<file path="src/rtl/bin_to_bcd_converter.sv">
// Sequential shift-and-add-3 binary-to-BCD converter feeding the seven-segment driver.
// Optional BIN_TO_BCD_HOLD_EN rate-limits num_out/ovf updates to once every HOLD_CYCLES clocks.
module bin_to_bcd_converter #(
    parameter int IN_WIDTH    = 14,
    parameter int HOLD_CYCLES = 1000000
) (
    input  logic                clk,
    input  logic                rst,
    input  logic [0:IN_WIDTH-1] bin_in,
    input  logic                start,
    output logic                busy,
    output logic                done,
    output logic [0:15]         num_out,
    output logic                ovf
);

    typedef enum logic {IDLE, CONV} state_t;

    state_t              state;
    logic [IN_WIDTH-1:0] bin_sr;
    logic [15:0]         bcd;
    logic [15:0]         bcd_adj;
    logic [15:0]         bcd_next;
    logic [15:0]         result;
    logic [3:0]          bit_cnt;
    logic                ovf_pending;
    logic                in_ovf;
    logic [15:0]         res_num;
    logic                res_ovf;

    assign in_ovf = (32'(bin_in) > 32'd9999);

    always_comb begin
        bcd_adj = bcd;
        for (int unsigned i = 0; i < 4; i++) begin
            if (bcd[4*i +: 4] >= 4'd5)
                bcd_adj[4*i +: 4] = bcd[4*i +: 4] + 4'd3;
        end
        bcd_next = {bcd_adj[14:0], bin_sr[IN_WIDTH-1]};
        result   = ovf_pending ? 16'hEEEE : bcd_next;
    end

    always_ff @(posedge clk) begin
        if (rst) begin
            state       <= IDLE;
            busy        <= 1'b0;
            done        <= 1'b0;
            bin_sr      <= '0;
            bcd         <= '0;
            bit_cnt     <= '0;
            ovf_pending <= 1'b0;
            res_num     <= '0;
            res_ovf     <= 1'b0;
        end else begin
            done <= 1'b0;
            case (state)
                IDLE: begin
                    if (start) begin
                        bin_sr      <= bin_in;
                        bcd         <= '0;
                        ovf_pending <= in_ovf;
                        bit_cnt     <= 4'(IN_WIDTH);
                        busy        <= 1'b1;
                        state       <= CONV;
                    end
                end
                CONV: begin
                    bcd     <= bcd_next;
                    bin_sr  <= {bin_sr[IN_WIDTH-2:0], 1'b0};
                    bit_cnt <= bit_cnt - 4'd1;
                    // Counter at 1 means this edge performs the final shift.
                    if (bit_cnt == 4'd1) begin
                        res_num <= result;
                        res_ovf <= ovf_pending;
                        done    <= 1'b1;
                        busy    <= 1'b0;
                        state   <= IDLE;
                    end
                end
                default: state <= IDLE;
            endcase
        end
    end

`ifdef BIN_TO_BCD_HOLD_EN
    localparam int HW = (HOLD_CYCLES > 1) ? $clog2(HOLD_CYCLES) : 1;

    logic [HW-1:0] hold_cnt;

    // res_num/res_ovf act as the staging register; outputs copy it only on wrap.
    always_ff @(posedge clk) begin
        if (rst) begin
            hold_cnt <= '0;
            num_out  <= '0;
            ovf      <= 1'b0;
        end else if (hold_cnt == HW'(HOLD_CYCLES - 1)) begin
            hold_cnt <= '0;
            num_out  <= res_num;
            ovf      <= res_ovf;
        end else begin
            hold_cnt <= hold_cnt + 1'b1;
        end
    end
`else
    assign num_out = res_num;
    assign ovf     = res_ovf;
`endif

endmodule
</file>
<file path="config.mk">
export PLATFORM = sky130hd
export DESIGN_NAME = bin_to_bcd_converter
export DESIGN_NICKNAME = d
export VERILOG_FILES = /design/src/rtl/bin_to_bcd_converter.sv
export SDC_FILE = /design/constraint.sdc
export NUM_CORES = 1
export LEC_CHECK = 0
export CORE_UTILIZATION = 56
export CTS_BUF_LIST = sky130_fd_sc_hd__clkbuf_4
export DETAILED_ROUTE_END_ITERATION = 7
export GPL_ROUTABILITY_DRIVEN = 1
export MAX_ROUTING_LAYER = met4
export PLACE_DENSITY_LB_ADDON = 0.1
export SETUP_SLACK_MARGIN = 0.5
export SLEW_MARGIN = 0
export SYNTH_ARGS = -nofsm -noshare
export SYNTH_HDL_FRONTEND = slang
export SYNTH_SLANG_ARGS = --single-unit
</file>
<file path="constraint.sdc">
create_clock -name clk -period 2.08 [get_ports clk]
set_input_delay 0.416 -clock clk [delete_from_list [all_inputs] [get_ports clk]]
set_output_delay 0.416 -clock clk [all_outputs]
set_load 0.01 [all_outputs]
</file>
### Yosys cells after proc, flatten, opt, wreduce, memory -nomap -nowiden

Cells that the tools add are included.

* word-level logic and storage cells: 45
* input port bits: 17
* register bits: 55
* output and inout bits: 19

* equality and inequality tests: 3
* add/sub/neg operators: 5
* mux-type cells: 18
* bitwise operators: 1
* reduce and logical (&&, ||, !) cells: 4
* magnitude comparators: 5

Operator list (count)
* 16-bit 2-to-1 mux: 2
* 16-bit case mux with 2 select lines: 1
* 14-bit case mux with 2 select lines: 1
* 4-bit by 3-bit >= comparator with 1-bit output, second input constant: 4
* 4-bit 2-to-1 mux: 4
* 14-bit > comparator, second input constant: 1
* 14-bit 2-to-1 mux: 1
* 4-bit by 2-bit adder with 4-bit output, second input constant: 3
* 4-bit case mux with 2 select lines: 1
* 2-bit AND reduction: 3
* 1-bit 2-to-1 mux: 5
* 4-bit by 1-bit == test with 1-bit output, second input constant: 1
* 1-bit case mux with 2 select lines: 2
* 4-bit by 1-bit subtractor with 4-bit output, second input constant: 1
* 3-bit by 2-bit adder with 3-bit output, second input constant: 1
* 3-bit 2-to-1 mux: 1
* 2-bit by 1-bit inequality test with 1-bit output, second input constant: 1
* 2-bit inequality test, second input constant: 1
* 2-bit OR reduction: 1
* 1-bit inverter: 1

### Logic depth before layout (Yosys ltp)

* word-level depth: 3
* depth in mapped cells: 7
* mapped depth without buffers: 6

### Least setup slack after synthesis

No wires, ideal clock.

* path type: flip-flop to flip-flop
* start point: reg bcd[9]
* end point: reg res_num[10], in the netlist num_out[5]
* data required time: 1.994 ns
* path buffers: 0
* setup slack: 0.590 ns
* data arrival time: 1.405 ns
* cell stages (with the launch flop): 7
* clock period less this slack: 1.490 ns
* setup time: 0.086 ns
* cell sequence: dfxtp_1 inv_1 ha_1 nand2b_1 a21oi_1 mux2_2 a211oi_1

* cells in the longest elaborated chain, start to end: 3
* elaborated cells on any way between the ends: 4
* classes of those cells: 1 x add/sub; 1 x order compare; 2 x mux

Ends and longest elaborated chain
* start: declaration: line 21 `logic [15:0] bcd;`
* start signal: assignment: line 68 `bcd <= bcd_next;`
* 4-bit by 2-bit adder with 4-bit output / 4-bit by 3-bit >= comparator with 1-bit output (equally long branches): line 37, 36
* 4-bit 2-to-1 mux (*): line 36 `if (bcd[4*i +: 4] >= 4'd5)`
* 16-bit 2-to-1 mux (*): line 40 `result = ovf_pending ? 16'hEEEE : bcd_next;`
* end signal: assignment: line 73 `res_num <= result;`
* end: declaration: line 28 `logic [15:0] res_num;`

Mark *: on every way between the ends. The rest lies on a longest branch, timed or not.
A chain may end at the register's enable or synchronous reset.

### Worst setup path after layout

Same ends and word-level chain as after synthesis.

==> results.md <==
* Grt ovf at 0
* Synth top area cells: dfxtp_1 (44%), nor2_1 (7.2%), a21oi_1 (5.6%), mux2i_1 (5.6%), ha_1 (5.0%)
* Crit Path Class: register to register
* Multi-input logic area at between 1000 and 1500 µm²
* Num rows at 23
* PwrDens at roughly 590 nW/µm²
* CP max FO at 4
* Post-synth EDFFs at 0
* Max Cap Violations at 0
* H-tree levels at 2
* Minimum clock period at approximately 1500 ps
* Synthesized area per cell at 8.82 µm²
* Final TNS setup at 0 ps
* Main synth FF type: dfxtp_1
* Reg-to-Reg Start: bcd[9]
* CP Data Required Time at 2390 ps
* CTS tree: built
* First DRT Iteration DRCs at 84
* Post-synth top cells: dfxtp_1 (55), nor2_1 (48), a21oi_1 (28)
* Layout cells sized above 1 at around 17%
* CTS Buf Count at 5
* Hold Crit Class: register to register
* Post-route insts no fill at approximately 380
* Fillcell total at 332
* Root Driver: clkbuf_4
* WHS Endpoint: ovf
* Worst Setup End Kind: register
* Yosys top cell by area: dfxtp_1
* Syn. warnings at 0
* Final core utilization at between 70 and 80%
* Final hold vios at 0
* Initial antenna violation count at 0
* Crit Reg-Reg Endpoint: num_out[5]
* WL/cell at 14.5 µm
* DIE HEIGHT at 68.9 µm
* Final setup fails at 0
* Sink Count at between 50 and 60
* Pleak at around 0.0012 µW
* Worst-path clk slew at around 150 ps
* CORE AREA at approximately 4100 µm²
* Die width at 68.9 µm
* Crit path max-delay family: compound AO/OA/AOI/OAI gates
* R2R depth at 6
* Max Slew Vio Count at 0
* DRT antenna net count at 0
* Total GRT Usage at approximately 25%
* Worst Hold Depth at 2
* Worst skew pair latency at between 300 and 400 ps
* Final #Nets at 351
* Max Buffers Root-to-Sink at 2
* Largest net degree at the start of global routing at 46
* Flop2flop setup slack at 540 ps
* DR vias at 2059
* Number of global-route vias before repair at ~1800
* Initial Util at 60.5%
* Share of flip-flops with an asynchronous set or reset at 0%
* First-pass GRT wire length at 8360 µm
* Mapped Nets at 311
* Total routed wirelength at 5420 µm
* Worst slew margin at 72.2%
* Cells after DPL at 360
* Worst path buffer plus inverter count at 1
* Worst-Margin Slew at 417 ps
* Synth Instances at approximately 280
* Critical Path, Cell by Cell: inv_1 > ha_1 > nand2b_1 > a21oi_2 > mux2_4 > a211oi_1
* RSZ-0062 raised after global routing: yes
* CP Launch Type: register
* # IOs at 36
* Post-detail-place hpwl at roughly 3800 µm
* P&R area growth vs syn at 22.4%
* Peak supply drop at 0.000462 V
* Seq/Total Area, Yosys at between 40 and 50%
* Die area at approximately 4700 µm²
* Antenna diodes at 0
* Hold path startpoint: ovf
* Fin Clk Skew at roughly 9.6 ps
* Fmax achieved at between 600 and 700 MHz
* Slowest cell on the critical path: dfxtp_2
* Top cell type's share of synthesized area at a little over two fifths
* FF/Latch Area at around 1100 µm²
* Gpl congestion at ~0.8
* Status: complete, no violations
* Number of remaining DRC errors at 0
* DRT Pass-1 Iters at 4
* IO buf count at 35
* Mapped Area at about 2500 µm²
* Crit path DAT at between 1500 and 2000 ps
* CP peak stage delay at between 300 and 400 ps
* #FFs+latches synth at 55
* Library cells used by synthesis at 35
* Cell with the most instances after synthesis: dfxtp_1
* Final period util at 74.1%
* Via/cell ratio at 5.49
[cells in the final DEF (no fill, tap or decap), types with 2 or more instances in the layout]
master           instances
nand2_1                  9
nand3_1                  2
clkdlybuf4s50_1         16
nor3b_1                  7
nand2b_1                 9
ha_1                     8
dlygate4sd2_1           19
inv_2                    4
clkbuf_4                 7
buf_4                   15
o32ai_1                 11
dfxtp_2                  5
dfxtp_1                 49
mux2i_1                 14
xnor2_1                  3
mux2_4                   3
a211oi_2                 5
nor3_1                   7
a21oi_2                  4
a311oi_1                 2
nand3b_1                 3
o21ai_0                  7
a211oi_1                 4
a21oi_1                 26
inv_1                   13
ha_2                     2
o21ai_1                  3
nor2_1                  48
o22ai_1                  4
[what timing repair did]
action	4_1_cts	5_1_grt
endpoints found under the setup margin	37	23
pin swaps	3	6
gates cloned	0	0
resized for setup	27	20
buffers inserted	3	4
hold buffers	0	0
[per-stage QoR]
stage,setup WS [ps],power (µW),hold slack (ps),cell area (µm²)
2_1_floorplan,590,1280,454,2510
3_3_place_gp,240,1350,443,2890
3_5_place_dp,221,1360,449,2890
4_1_cts,479,1820,466,2980
5_1_grt,476,1890,494,3070
6_report,540,1820,462,3070
[per-layer routing]
metal | share of wire, % | vias to the layer above | global-route usage [%]
met1 | 47 | 950 | 30.4
met5 | 0 | - | -
li1 | - | 1073 | -
met3 | 2.1 | 9 | 5.92
met2 | 49 | 27 | 40.4
met4 | 2.0 | 0 | 8.67
[worst max path at each step]
stage,slack [ps],depth (start not counted),end,from
2_1_floorplan,590,6,num_out[5],bcd[9]
3_3_place_gp,240,3,bcd[1],rst
3_5_place_dp,220,6,bin_sr[10],start
4_1_cts,480,5,bit_cnt[3],state
5_1_grt,480,7,num_out[14],bcd[1]
6_report,540,6,num_out[5],bcd[9]
[tightest hold or removal path: stages (launching register included)]
cell	delay, ps
dfxtp_1	340
nand2_1	50
a21oi_1	50
[registers in the layout (all words and copies together) (netlist names)]
signal and flops:
bcd 16, num_out 16, bin_sr 14, bit_cnt 4, busy 1, done 1, ovf 1, ovf_pending 1
state 1
[final cells by class]
type | instances | share of cell area, %
sequential | 55 | 36.2
multi-input combinational | 194 | 43.0
clock buffer | 7 | 1.71
clock inverter | 1 | 0.163
inverter | 17 | 2.08
timing repair buffer | 51 | 14.8
tap | 50 | 2.04
[cell families (layout without fill, tap and decap cells)]
| family | after synthesis | in the layout | share of synthesized area, % |
|---|---|---|---|
| xor gates and xnor gates | 4 | 4 | 1.40 |
| DFF | 55 | 55 | 43.9 |
| adders and majority gates | 10 | 10 | 4.99 |
| muxes | 18 | 18 | 7.39 |
| buffers and inverters | 35 | 76 | 6.29 |
| and+or+nand+nor | 93 | 93 | 18.0 |
| AOI/OAI and AO/OA | 69 | 69 | 18.0 |
[power by group]
| group | switching, µW | total, µW | internal [µW] |
|---|---|---|---|
| Combinational | 117 | 221 | 104 |
| Sequential | 31.0 | 1120 | 1090 |
| Clock | 319 | 478 | 159 |
Power figures use the tool's default switching activity.
